`src/rtl/bram_tdp_pipe_if.sv`:
```
// Port bundle for the two access ports of bram_tdp_pipe.
// The bench drives it through master; the memory sits on the slave side.
interface bram_tdp_pipe_if #(
  parameter int unsigned DATA_WIDTH = 12,
  parameter int unsigned ADW        = 5
);

  logic                  en_a;
  logic                  we_a;
  logic [ADW-1:0]        addr_a;
  logic [DATA_WIDTH-1:0] din_a;
  logic [DATA_WIDTH-1:0] dout_a;
  logic                  vld_a;

  logic                  en_b;
  logic                  we_b;
  logic [ADW-1:0]        addr_b;
  logic [DATA_WIDTH-1:0] din_b;
  logic [DATA_WIDTH-1:0] dout_b;
  logic                  vld_b;

  modport master (
    output en_a, we_a, addr_a, din_a,
    output en_b, we_b, addr_b, din_b,
    input  dout_a, vld_a, dout_b, vld_b
  );

  modport slave (
    input  en_a, we_a, addr_a, din_a,
    input  en_b, we_b, addr_b, din_b,
    output dout_a, vld_a, dout_b, vld_b
  );

endinterface

```
`src/rtl/bram_tdp_pipe.sv`:
```
// True dual-port RAM with a pipelined read path, write-write collision flag and
// a self-clearing engine that zeroises the array one word per cycle.
module bram_tdp_pipe #(
  parameter int unsigned DATA_WIDTH     = 12,
  parameter int unsigned ADW            = 5,
  parameter int unsigned DEPTH          = 2 ** ADW,
  parameter int unsigned WR_FIRST       = 0,
  parameter int unsigned OUT_REG        = 1,
  parameter int unsigned CLEAR_ON_RESET = 1
) (
  input  logic           clk_i,
  input  logic           rst_ni,
  input  logic           clr_i,
  output logic           busy_o,
  output logic           coll_o,
  bram_tdp_pipe_if.slave bus
);

  localparam logic [ADW-1:0] LastAddr = ADW'(DEPTH - 1);
  localparam logic [ADW:0]   DepthW   = (ADW + 1)'(DEPTH);

  typedef enum logic [0:0] {StIdle, StClear} state_e;

  state_e         state_q;
  logic           busy_q;
  logic           init_q;
  logic           coll_q;
  logic [ADW-1:0] cnt_q;

  logic [DATA_WIDTH-1:0] mem [DEPTH];

  logic acc_a, acc_b;
  logic inr_a, inr_b;
  logic wr_a, wr_b;
  logic coll;
  logic [DATA_WIDTH-1:0] rd_a, rd_b;

  logic                  vld1_a_q, vld1_b_q;
  logic [DATA_WIDTH-1:0] dat1_a_q, dat1_b_q;

  // Access decode: nothing is accepted while the clear engine owns the array.
  always_comb begin
    acc_a = bus.en_a & ~busy_q;
    acc_b = bus.en_b & ~busy_q;
    inr_a = {1'b0, bus.addr_a} < DepthW;
    inr_b = {1'b0, bus.addr_b} < DepthW;
    coll  = acc_a & bus.we_a & acc_b & bus.we_b & (bus.addr_a == bus.addr_b);
    wr_a  = acc_a & bus.we_a & inr_a;
    // Port A wins a collision, so B's write is dropped.
    wr_b  = acc_b & bus.we_b & inr_b & ~coll;
  end

  // Read data sampled before this cycle's writes land, except same-port write-first.
  always_comb begin
    rd_a = '0;
    rd_b = '0;
    if (inr_a) begin
      rd_a = (bus.we_a && (WR_FIRST != 0)) ? bus.din_a : mem[bus.addr_a];
    end
    if (inr_b) begin
      rd_b = (bus.we_b && (WR_FIRST != 0)) ? bus.din_b : mem[bus.addr_b];
    end
  end

  // Array has no reset: contents survive rst_ni.
  always_ff @(posedge clk_i) begin
    if (state_q == StClear) begin
      mem[cnt_q] <= '0;
    end else begin
      if (wr_b) begin
        mem[bus.addr_b] <= bus.din_b;
      end
      if (wr_a) begin
        mem[bus.addr_a] <= bus.din_a;
      end
    end
  end

  always_ff @(posedge clk_i or negedge rst_ni) begin
    if (!rst_ni) begin
      state_q <= StIdle;
      busy_q  <= 1'b0;
      cnt_q   <= '0;
      init_q  <= (CLEAR_ON_RESET != 0);
      coll_q  <= 1'b0;
    end else begin
      init_q <= 1'b0;
      coll_q <= coll;
      unique case (state_q)
        StIdle: begin
          if (init_q || clr_i) begin
            state_q <= StClear;
            busy_q  <= 1'b1;
            cnt_q   <= '0;
          end
        end
        StClear: begin
          if (cnt_q == LastAddr) begin
            state_q <= StIdle;
            busy_q  <= 1'b0;
            cnt_q   <= '0;
          end else begin
            cnt_q <= cnt_q + 1'b1;
          end
        end
        default: begin
          state_q <= StIdle;
          busy_q  <= 1'b0;
        end
      endcase
    end
  end

  // First read stage; data only reloads on an accepted access so it holds otherwise.
  always_ff @(posedge clk_i or negedge rst_ni) begin
    if (!rst_ni) begin
      vld1_a_q <= 1'b0;
      vld1_b_q <= 1'b0;
      dat1_a_q <= '0;
      dat1_b_q <= '0;
    end else begin
      vld1_a_q <= acc_a;
      vld1_b_q <= acc_b;
      if (acc_a) begin
        dat1_a_q <= rd_a;
      end
      if (acc_b) begin
        dat1_b_q <= rd_b;
      end
    end
  end

  if (OUT_REG != 0) begin : g_out_reg
    logic                  vld2_a_q, vld2_b_q;
    logic [DATA_WIDTH-1:0] dat2_a_q, dat2_b_q;

    always_ff @(posedge clk_i or negedge rst_ni) begin
      if (!rst_ni) begin
        vld2_a_q <= 1'b0;
        vld2_b_q <= 1'b0;
        dat2_a_q <= '0;
        dat2_b_q <= '0;
      end else begin
        vld2_a_q <= vld1_a_q;
        vld2_b_q <= vld1_b_q;
        if (vld1_a_q) begin
          dat2_a_q <= dat1_a_q;
        end
        if (vld1_b_q) begin
          dat2_b_q <= dat1_b_q;
        end
      end
    end

    assign bus.vld_a  = vld2_a_q;
    assign bus.vld_b  = vld2_b_q;
    assign bus.dout_a = dat2_a_q;
    assign bus.dout_b = dat2_b_q;
  end else begin : g_no_out_reg
    assign bus.vld_a  = vld1_a_q;
    assign bus.vld_b  = vld1_b_q;
    assign bus.dout_a = dat1_a_q;
    assign bus.dout_b = dat1_b_q;
  end

  assign busy_o = busy_q;
  assign coll_o = coll_q;

endmodule

```
`src/flat_wrapper.sv`:
```
// flat-port wrapper written by rule: the top's interface ports become plain ports
module bram_tdp_pipe_flat 
#(
  parameter int unsigned DATA_WIDTH     = 12,
  parameter int unsigned ADW            = 5,
  parameter int unsigned DEPTH          = 2 ** ADW,
  parameter int unsigned WR_FIRST       = 0,
  parameter int unsigned OUT_REG        = 1,
  parameter int unsigned CLEAR_ON_RESET = 1
)
  (clk_i, rst_ni, clr_i, busy_o, coll_o, bus_en_a, bus_we_a, bus_addr_a, bus_din_a, bus_en_b, bus_we_b, bus_addr_b, bus_din_b, bus_dout_a, bus_vld_a, bus_dout_b, bus_vld_b);
  bram_tdp_pipe_if #(.DATA_WIDTH(DATA_WIDTH), .ADW(ADW)) bus_i ();
  input  logic clk_i;
  input  logic rst_ni;
  input  logic clr_i;
  output logic busy_o;
  output logic coll_o;
  input wire logic [$bits(bus_i.en_a)-1:0] bus_en_a;
  input wire logic [$bits(bus_i.we_a)-1:0] bus_we_a;
  input wire logic [$bits(bus_i.addr_a)-1:0] bus_addr_a;
  input wire logic [$bits(bus_i.din_a)-1:0] bus_din_a;
  input wire logic [$bits(bus_i.en_b)-1:0] bus_en_b;
  input wire logic [$bits(bus_i.we_b)-1:0] bus_we_b;
  input wire logic [$bits(bus_i.addr_b)-1:0] bus_addr_b;
  input wire logic [$bits(bus_i.din_b)-1:0] bus_din_b;
  output wire logic [$bits(bus_i.dout_a)-1:0] bus_dout_a;
  output wire logic [$bits(bus_i.vld_a)-1:0] bus_vld_a;
  output wire logic [$bits(bus_i.dout_b)-1:0] bus_dout_b;
  output wire logic [$bits(bus_i.vld_b)-1:0] bus_vld_b;
  assign bus_i.en_a = bus_en_a;
  assign bus_i.we_a = bus_we_a;
  assign bus_i.addr_a = bus_addr_a;
  assign bus_i.din_a = bus_din_a;
  assign bus_i.en_b = bus_en_b;
  assign bus_i.we_b = bus_we_b;
  assign bus_i.addr_b = bus_addr_b;
  assign bus_i.din_b = bus_din_b;
  assign bus_dout_a = bus_i.dout_a;
  assign bus_vld_a = bus_i.vld_a;
  assign bus_dout_b = bus_i.dout_b;
  assign bus_vld_b = bus_i.vld_b;
  bram_tdp_pipe #(.DATA_WIDTH(DATA_WIDTH), .ADW(ADW), .DEPTH(DEPTH), .WR_FIRST(WR_FIRST), .OUT_REG(OUT_REG), .CLEAR_ON_RESET(CLEAR_ON_RESET)) u_core (.clk_i(clk_i), .rst_ni(rst_ni), .clr_i(clr_i), .busy_o(busy_o), .coll_o(coll_o), .bus(bus_i));
endmodule
```
`config.mk`:
```
export PLATFORM = sky130hd
export DESIGN_NAME = bram_tdp_pipe_flat
export DESIGN_NICKNAME = d
export VERILOG_FILES = /design/src/rtl/bram_tdp_pipe_if.sv /design/src/rtl/bram_tdp_pipe.sv /design/src/flat_wrapper.sv
export SDC_FILE = /design/constraint.sdc
export NUM_CORES = 1
export LEC_CHECK = 0
export BUFFER_PORTS_ARGS = -buffer_cell sky130_fd_sc_hd__buf_4
export CORE_ASPECT_RATIO = 1.75
export CORE_MARGIN = 4
export CORE_UTILIZATION = 45
export CTS_BUF_LIST = sky130_fd_sc_hd__clkbuf_8
export CTS_CLUSTER_SIZE = 20
export DETAILED_ROUTE_END_ITERATION = 6
export PLACE_DENSITY_LB_ADDON = 0.15
export REMOVE_ABC_BUFFERS = 1
export SKIP_CTS_REPAIR_TIMING = 1
export SLEW_MARGIN = 20
export SYNTH_ARGS = -nofsm -noshare
export SYNTH_HDL_FRONTEND = slang
export SYNTH_SLANG_ARGS = --single-unit
```
`constraint.sdc`:
```
create_clock -name clk_i -period 4.45 [get_ports clk_i]
set_input_delay 0.2225 -clock clk_i [delete_from_list [all_inputs] [get_ports clk_i]]
set_output_delay 0.2225 -clock clk_i [all_outputs]
set_load 0.05 [all_outputs]
```
==> impl_metrics.ini, run 1 <==
[sta]
setup_viol = 0
period_share_pct = 79.10
holdWs_ns = 0.1702
drv_slew = 0
fin_setup_tns_ns = 0
worstMarginPinSlew_ns = 1.013
hold_viol = 0
relSlewSlack_pct = 32.45
fmax_mhz = 284.1
finClkSkew_ns = 0.02610
period_needed_ns = 3.520
rsz0062_at_grt = false
worst_slack_ns = 0.9301

[floorplanning]
start_util_pct = 45.30
die_y_um = 319.8
rows = 114
die_x_um = 186.2
core-area_um2 = 55200
pin_count = 69
fp.dieArea_um2 = 59550

[yosys]
synth_edf_count = 384
ys.warnings.count = 0
synth_top_family_by_area = multiplexers
synth_adder_area_share_pct = 0.1001
synth_cell_types = 61
syn_area_um2 = 25000
synthXorXnorAreaFrac_pct = 0.2752
ys_seq_elements = 445
synthArstFlopShare_pct = 13.71
postSynthAreaPerCell_um2 = 13.20
muxShareOfSynthArea_pct = 26.98
yosys.area_share.simple_pct = 7.371
synth_compound_area_share_pct = 9.252
synth_flop_cell = edfxtp_1
ys_seq_area_share_pct = 52.23
synth_cells = 1894

[worst_setup_path]
critical_path.max_fanout = 36
cp.required_ns = 4.90
crit_family = simple AND/OR/NAND/NOR gates
path_cells = nor2_1 -> and3_1 -> o31a_2 -> nand2_1 -> o21ai_0
cp_num_buf_inv = 0
crit_path_start_kind = flop
critPathSlowestCell = nand2_1
max_stage_delay_ns = 0.86
setup.worst_path.class = flop to flop
crit_arrival_ns = 3.97
endpoint_kind = flop

[global_route]
track_usage_pct = 30.91
grt_pass1_wl_um = 129500
grt_max_degree = 100
grt_remaining_overflow = 0
grt_pass1_vias = 17220
antenna_found_initial = 5

[cells_and_area]
postLayoutCoreUtil_pct = 49.47
syn2layout_area_growth_pct = 9.212
finalInstanceArea_um2 = 27310
final_cells = 2655
num-nets-final = 1948
drive_gt1_share_pct = 32.36
fill_cells = 4816

[clock_tree]
clk_pin_slew_ns = 0.07
clk_root_buffer_cell = clkbuf_8
cts_tree = done
clock_latency_ns = 0.65
cts_made_buffers = 68
cts_sinks = 445
htreeDepth = 3
clockBufferDepth = 3

[detailed_routing]
drc = 2
first_pass_iters = 7
wire_per_inst_um = 34.70
dr.first_iter.drc_count = 2131
routed_wl_um = 92140
dr_total_vias = 17460
via_per_inst = 6.576
final_antenna_net_count = 0

[placement]
placedCellCount = 2527
hpwl_um = 63290
port_buffers = 68
place_area_um2 = 26030
gp_congestion = 1.012
dp_slack_ns = 1.008

[flow_run]
cap_violations = 0

[power]
powerDensity_nw_per_um2 = 424.4
power.leakage_nw = 9.843
total_power_mw = 11.59
irDropWorstVdd_mv = 0.1981

[status]
outcome = finished, violations left
violations = DRC

[min_path]
hp-class = input pin to flop
-- final timing paths --
check	endpoint	slack, ns	depth (start not counted)	from
max reg2reg	u_core.mem[1][3]	0.93	5	u_core.state_q
max in group asynchronous	u_core.bus.dout_a[3]	3.63	2	rst_ni
max	u_core.mem[1][3]	0.93	5	u_core.state_q
min	u_core.mem[27][10]	0.17	3	bus_din_a[10]
min in group asynchronous	u_core.bus.dout_a[10]	0.24	2	rst_ni
min reg2reg	u_core.dat1_b_q[3]	0.48	2	u_core.dat1_b_q[3]
-- where the power goes --
part	internal (mW)	leakage (nW)	switching [mW]	total (mW)
combinational	0.990	4.65	1.81	2.80
clock	1.59	0.734	1.67	3.26
sequential	5.16	4.46	0.369	5.53
total	7.74	9.84	3.85	11.6
-- worst reg2reg max path: stages, from the launching register on --
cell     delay [ns]
dfrtp_1        0.52
nor2_1         0.47
and3_1         0.24
o31a_2         0.79
nand2_1        0.88
o21ai_0        0.43
-- layout by cell type, fill, tap and decap left out, types with 6 or more instances in the layout --
cell type,count
a21oi_1,6
a22o_1,6
a22oi_1,23
and2_1,11
and3_1,8
buf_4,131
clkbuf_8,74
clkinv_1,11
dfrtp_1,60
edfxtp_1,384
inv_1,33
mux2_2,216
mux2_4,6
mux2i_1,44
mux4_2,168
nand2_1,279
nand2b_1,7
nand3_1,19
nand3b_1,6
nor2_1,28
nor2b_1,16
o21ai_0,225
o21ai_1,11
o21bai_1,7
o22ai_1,61
or4_1,12
-- metal layers --
metal	GRT usage, %	wire length [µm]
met1	37.79	32430
met3	4.745	6786
met4	22.15	8236
met2	49.49	44680
met5	0	0
-- synth_stat cells (11+ instances only) --
cell type | number | share of area (%)
clkbuf_1 | 106 | 1.6
nor2_1 | 28 | 0.42
edfxtp_1 | 384 | 46
and2_1 | 11 | 0.28
o22ai_1 | 61 | 1.5
nand3_1 | 19 | 0.38
buf_2 | 50 | 1.0
buf_4 | 18 | 0.54
nand2_1 | 279 | 4.2
mux4_2 | 168 | 15
a22oi_1 | 23 | 0.69
mux2i_1 | 44 | 1.8
dfrtp_1 | 60 | 6.0
buf_1 | 18 | 0.27
nor2b_1 | 17 | 0.43
o21ai_0 | 231 | 4.6
mux2_2 | 216 | 9.7
or4_1 | 12 | 0.36
-- cells by family after synthesis --
group | after synthesis
flip-flops | 445
multiplexers | 434
AND/OR/NAND/NOR | 415
AO/OA/AOI/OAI | 387
buffers and inverters | 203
XOR/XNOR | 7
adder cells (fa/ha/maj) | 2
other | 1
-- cell type report --
| type | count | area, µm² | share of cell area, % |
|---|---|---|---|
| sequential | 445 | 13060 | 47.82 |
| multi-input combinational | 1246 | 11020 | 40.37 |
| timing repair buffer | 140 | 1097 | 4.018 |
| clock buffer | 74 | 1018 | 3.730 |
| tap | 696 | 870.8 | 3.189 |
| clock inverter | 47 | 215.2 | 0.7881 |
| inverter | 4 | 15.01 | 0.05498 |
| antenna | 3 | 7.507 | 0.02749 |
-- flip-flops by register name, summed over array words and instances, names as in the netlist --
name	cells
u_core.dat1_b_q	12
u_core.state_q	1
u_core.bus.vld_a	1
u_core.coll_o	1
u_core.mem	384
u_core.vld1_a_q	1
u_core.init_q	1
u_core.dat1_a_q	12
u_core.vld1_b_q	1
u_core.cnt_q	5
u_core.bus.vld_b	1
u_core.busy_o	1
u_core.bus.dout_a	12
u_core.bus.dout_b	12
(Power assumes the default switching activity.)
==> inputs of run 2 (changes only) <==
==> constraint.sdc (replaced) <==
create_clock -name clk_i -period 3.34 [get_ports clk_i]
set_input_delay 0.167 -clock clk_i [delete_from_list [all_inputs] [get_ports clk_i]]
set_output_delay 0.167 -clock clk_i [all_outputs]
set_load 0.05 [all_outputs]
==> impl_metrics.ini, run 2 (same netlist as run 1, synthesis figures left out) <==
[cells_and_area]
largest_reg_flops = 384
num-nets-final = 1991
seq_area_um2 = 13060
drive_gt1_share_pct = 34.25
finalInstanceArea_um2 = 27650
fill_cells = 4787
final_common_cell = edfxtp_1
syn2layout_area_growth_pct = 10.57
multi_input_area_um2 = 11030
final_cell_mix = edfxtp_1, nand2_1, o21ai_0
regMostFlops = u_core.mem

[placement]
hpwl_um = 65960
place_area_um2 = 26340
port_buffers = 68
gp_congestion = 0.9932

[detailed_routing]
wire_per_inst_um = 35.28
routed_wl_um = 95150
dr.first_iter.drc_count = 2070
via_per_inst = 6.625
drc = 0
final_antenna_net_count = 0
first_pass_iters = 6
dr_total_vias = 17870

[flow_run]
cap_violations = 0

[worst_setup_path]
cp.required_ns = 3.69
crit_path_start_kind = flop
setup.worst_path.class = flop to flop
critical_path.max_fanout = 10
crit_arrival_ns = 3.11
endpoint_kind = flop
rrSetupSlack_ns = 0.58

[global_route]
grt_pass1_vias = 17750
track_usage_pct = 31.84
grt_pass1_wl_um = 132800
grt_remaining_overflow = 0
antenna_found_initial = 3
grt_max_degree = 100

[clock_tree]
clock_latency_ns = 0.67
clk_pin_slew_ns = 0.07
cts_tree = done
clk_root_buffer_cell = clkbuf_8
clockBufferDepth = 3
cts_sinks = 445
cts_made_buffers = 71
htreeDepth = 3

[min_path]
hp-class = input pin to flop

[sta]
drv_slew = 0
relSlewSlack_pct = 30.53
finClkSkew_ns = 0.04790
hold_viol = 0
fmax_mhz = 362.6
worstMarginPinSlew_ns = 1.042
period_needed_ns = 2.758
setup_viol = 0
rsz0062_at_grt = false
period_share_pct = 82.58
fin_setup_tns_ns = 0

[floorplanning]
fp.dieArea_um2 = 59550
core-area_um2 = 55200
rows = 114
start_util_pct = 45.30
die_y_um = 319.8
pin_count = 69
die_x_um = 186.2

[power]
irDropWorstVdd_mv = 0.2934
total_power_mw = 15.65
powerDensity_nw_per_um2 = 566.0
power.leakage_nw = 10.04

[status]
outcome = finished, final reports clean
## run 2: changes by cell type in the layout (fill, tap and decap cells not counted)
| cell | change |
|---|---|
| clkbuf_8 | +2 |
| buf_12 | +1 |
| o21bai_2 | +2 |
| clkinvlp_4 | +2 |
| inv_1 | -5 |
| buf_4 | +39 |
| diode_2 | -2 |
| clkinv_2 | +7 |
| clkinv_1 | -1 |
| bufinv_16 | -1 |
| o21bai_1 | -2 |
## run 2: power breakdown
| part | leakage (nW) | switching [mW] | total (mW) | internal [mW] |
|---|---|---|---|---|
| combinational | 4.85 | 2.46 | 3.82 | 1.35 |
| clock | 0.734 | 2.28 | 4.38 | 2.10 |
| sequential | 4.46 | 0.567 | 7.45 | 6.88 |
| total | 10.0 | 5.31 | 15.6 | 10.3 |
## run 2: area by class of cell
cell class              instances  share of cell area, %
inverters                       4                0.05431
diodes                          1               0.009051
multi-input cells            1246                  39.90
well taps                     696                  3.150
clock buffers                  76                  3.783
flip-flops and latches        445                  47.23
repair buffers                180                  5.100
clock inverters                49                 0.7693
## run 2: routing by layer
layer,vias to the layer above,routed length [µm],GRT usage [%]
met1,9120,32600,36.94
met3,288,6303,4.574
met2,1007,45980,51.29
li1,7451,-,-
met4,2,10250,26.82
met5,-,8,0
## run 2: through the flow
stage / utilization [%] / cells / hold WS (ns) / setup WS, ns
final: 50.09 / 2697 / 0.1001 / 0.5818
after global routing: 50.09 / 2697 / 0.1094 / 0.4853
after CTS: 50.00 / 2692 / -0.3681 / 0.4673
after detailed placement: 47.72 / 2567 / 0.3243 / 0.3405
after global placement: 47.72 / 2567 / 0.3232 / 0.3566
after floorplan: - / 1695 / -0.1286 / -0.8540
## run 2: final timing paths
| check | startpoint | endpoint | cells past startpoint |
|---|---|---|---|
| setup / recovery | u_core.busy_o | u_core.mem[24][8] | 7 |
| max in group asynchronous | rst_ni | u_core.bus.dout_b[8] | 2 |
| hold reg to reg | u_core.dat1_b_q[9] | u_core.dat1_b_q[9] | 2 |
| min in group asynchronous | rst_ni | u_core.vld1_a_q | 2 |
| hold / removal | bus_din_a[6] | u_core.mem[15][6] | 3 |
| setup reg to reg | u_core.busy_o | u_core.mem[24][8] | 7 |
## run 2: worst max-delay path: stages (launching register included)
cell and delay [ns]:
dfrtp_1 0.44, nor2_1 0.15, and3_1 0.18, o31a_2 0.37
buf_4 0.26, mux2_2 0.41, o21ai_1 0.35, buf_4 0.29
==> inputs of run 3 (changes only) <==
==> constraint.sdc (replaced) <==
create_clock -name clk_i -period 2.5 [get_ports clk_i]
set_input_delay 0.125 -clock clk_i [delete_from_list [all_inputs] [get_ports clk_i]]
set_output_delay 0.125 -clock clk_i [all_outputs]
set_load 0.05 [all_outputs]
==> impl_metrics.ini, run 3 (same netlist as run 1, synthesis figures left out) <==
[detailed_routing]
routed_wl_um = 98310
first_pass_iters = 6
dr.first_iter.drc_count = 2105
drc = 0
dr_total_vias = 18190
via_per_inst = 6.557
final_antenna_net_count = 0
wire_per_inst_um = 35.44

[worst_setup_path]
crit_arrival_ns = 2.77
setup.worst_path.class = flop to flop
crit_path_start_kind = flop
rr_startpoint = u_core.busy_o
cp.required_ns = 2.86
critical_path.max_fanout = 12
reg2reg_to = u_core.mem[2][8]
endpoint_kind = flop
rrSetupSlack_ns = 0.08
reg2reg_depth = 7

[placement]
port_buffers = 68
gp_congestion = 1.055
hpwl_um = 69950
place_area_um2 = 27310

[sta]
relSlewSlack_pct = 37.89
finClkSkew_ns = 0.04153
setup_viol = 0
fin_setup_tns_ns = 0
hold_viol = 0
rsz0062_at_grt = false
period_share_pct = 96.76
worstMarginPinSlew_ns = 0.9316
period_needed_ns = 2.419
drv_slew = 0
fmax_mhz = 413.4

[power]
irDropWorstVdd_mv = 0.5232
powerDensity_nw_per_um2 = 753.1
seqPwrFrac_pct = 46.4
comb_power_share_pct = 25.4
clkPwrFrac_pct = 28.2
p_int_mw = 14.31
switchingPower_mw = 7.314
power.leakage_nw = 10.58
switching_share_pct = 33.82

[cells_and_area]
finalInstanceArea_um2 = 28710
final_common_cell = edfxtp_1
num-nets-final = 2061
postLayoutCoreUtil_pct = 52.02
regMostFlops = u_core.mem
syn2layout_area_growth_pct = 14.84
final_cell_mix = edfxtp_1, nand2_1, o21ai_0
fill_cells = 4703
drive_gt1_share_pct = 36.53
largest_reg_flops = 384

[clock_tree]
htreeDepth = 3
cts_tree = done
clock_latency_ns = 0.68
cts_sinks = 445
clk_root_buffer_cell = clkbuf_8
clockBufferDepth = 3
clk_pin_slew_ns = 0.06
cts_made_buffers = 70

[status]
outcome = finished, final reports clean

[floorplanning]
rows = 114
die_x_um = 186.2
start_util_pct = 45.30
pin_count = 69
core-area_um2 = 55200
die_y_um = 319.8
fp.dieArea_um2 = 59550

[min_path]
hold_path_startpoint = bus_addr_a[2]
holdPathEnd = u_core.dat1_a_q[4]
min_path_cells = 4
hp-class = input pin to flop

[global_route]
grt_max_degree = 62
track_usage_pct = 32.86
grt_pass1_vias = 18060
grt_remaining_overflow = 0
antenna_found_initial = 4
grt_pass1_wl_um = 136200

[flow_run]
cap_violations = 0
==> run 3: per-stage QoR <==
| stage | setup slack (ns) | hold WS, ns | std cells | power [mW] |
|---|---|---|---|---|
| after floorplan | -1.694 | -0.1706 | 1695 | 12.60 |
| after global placement | -0.3098 | 0.2985 | 2636 | 15.48 |
| after detailed placement | -0.04806 | 0.3035 | 2637 | 15.55 |
| after CTS | 0.08793 | -0.4186 | 2766 | 21.59 |
| after global routing | 0.001454 | 0.04271 | 2772 | 22.28 |
| final | 0.08100 | 0.03967 | 2774 | 21.63 |
==> run 3: layout make-up <==
| cell class | instances | area, µm² | share of cell area, % |
|---|---|---|---|
| clock buffers | 79 | 1087 | 3.787 |
| clock inverters | 50 | 245.2 | 0.8541 |
| well taps | 696 | 870.8 | 3.033 |
| multi-input cells | 1246 | 11030 | 38.41 |
| repair buffers | 251 | 2401 | 8.362 |
| diodes | 3 | 7.507 | 0.02614 |
| inverters | 4 | 15.01 | 0.05229 |
| flip-flops and latches | 445 | 13060 | 45.48 |
==> run 3: metal layers <==
layer / track usage (%) / up-vias / share of wire [%]
met3: 5.564 / 293 / 7.4
met5: 0 / - / 0
li1: - / 7610 / -
met2: 52.19 / 1078 / 48
met4: 28.86 / 0 / 11
met1: 37.69 / 9209 / 34
==> run 3: worst max-delay path: stages (launching register included) <==
cell     delay, ns
dfrtp_1       0.44
nor2b_2       0.14
nand3_1       0.11
o31a_2        0.42
buf_4         0.23
mux2_4        0.34
o22ai_1       0.20
buf_6         0.20
==> run 3: power by group through the flow <==
stage / Combinational, mW / Clock, mW / Sequential, mW
after floorplan: 2.10 / 0 / 10.5
after global placement: 5.36 / 0 / 10.1
after detailed placement: 5.41 / 0 / 10.1
after CTS: 5.42 / 6.17 / 10.0
after global routing: 5.70 / 6.50 / 10.1
final: 5.49 / 6.11 / 10.0
==> run 3: worst max-delay path by stage <==
stage	from	end	slack (ns)	cells past startpoint
after floorplan	u_core.busy_o	u_core.mem[16][0]	-1.69	5
after global placement	bus_addr_a[0]	u_core.dat1_a_q[11]	-0.31	8
after detailed placement	bus_addr_b[0]	u_core.mem[2][8]	-0.05	9
after CTS	u_core.busy_o	u_core.mem[2][8]	0.09	7
after global routing	u_core.busy_o	u_core.mem[2][10]	0.001	7
final	u_core.busy_o	u_core.mem[2][8]	0.08	7
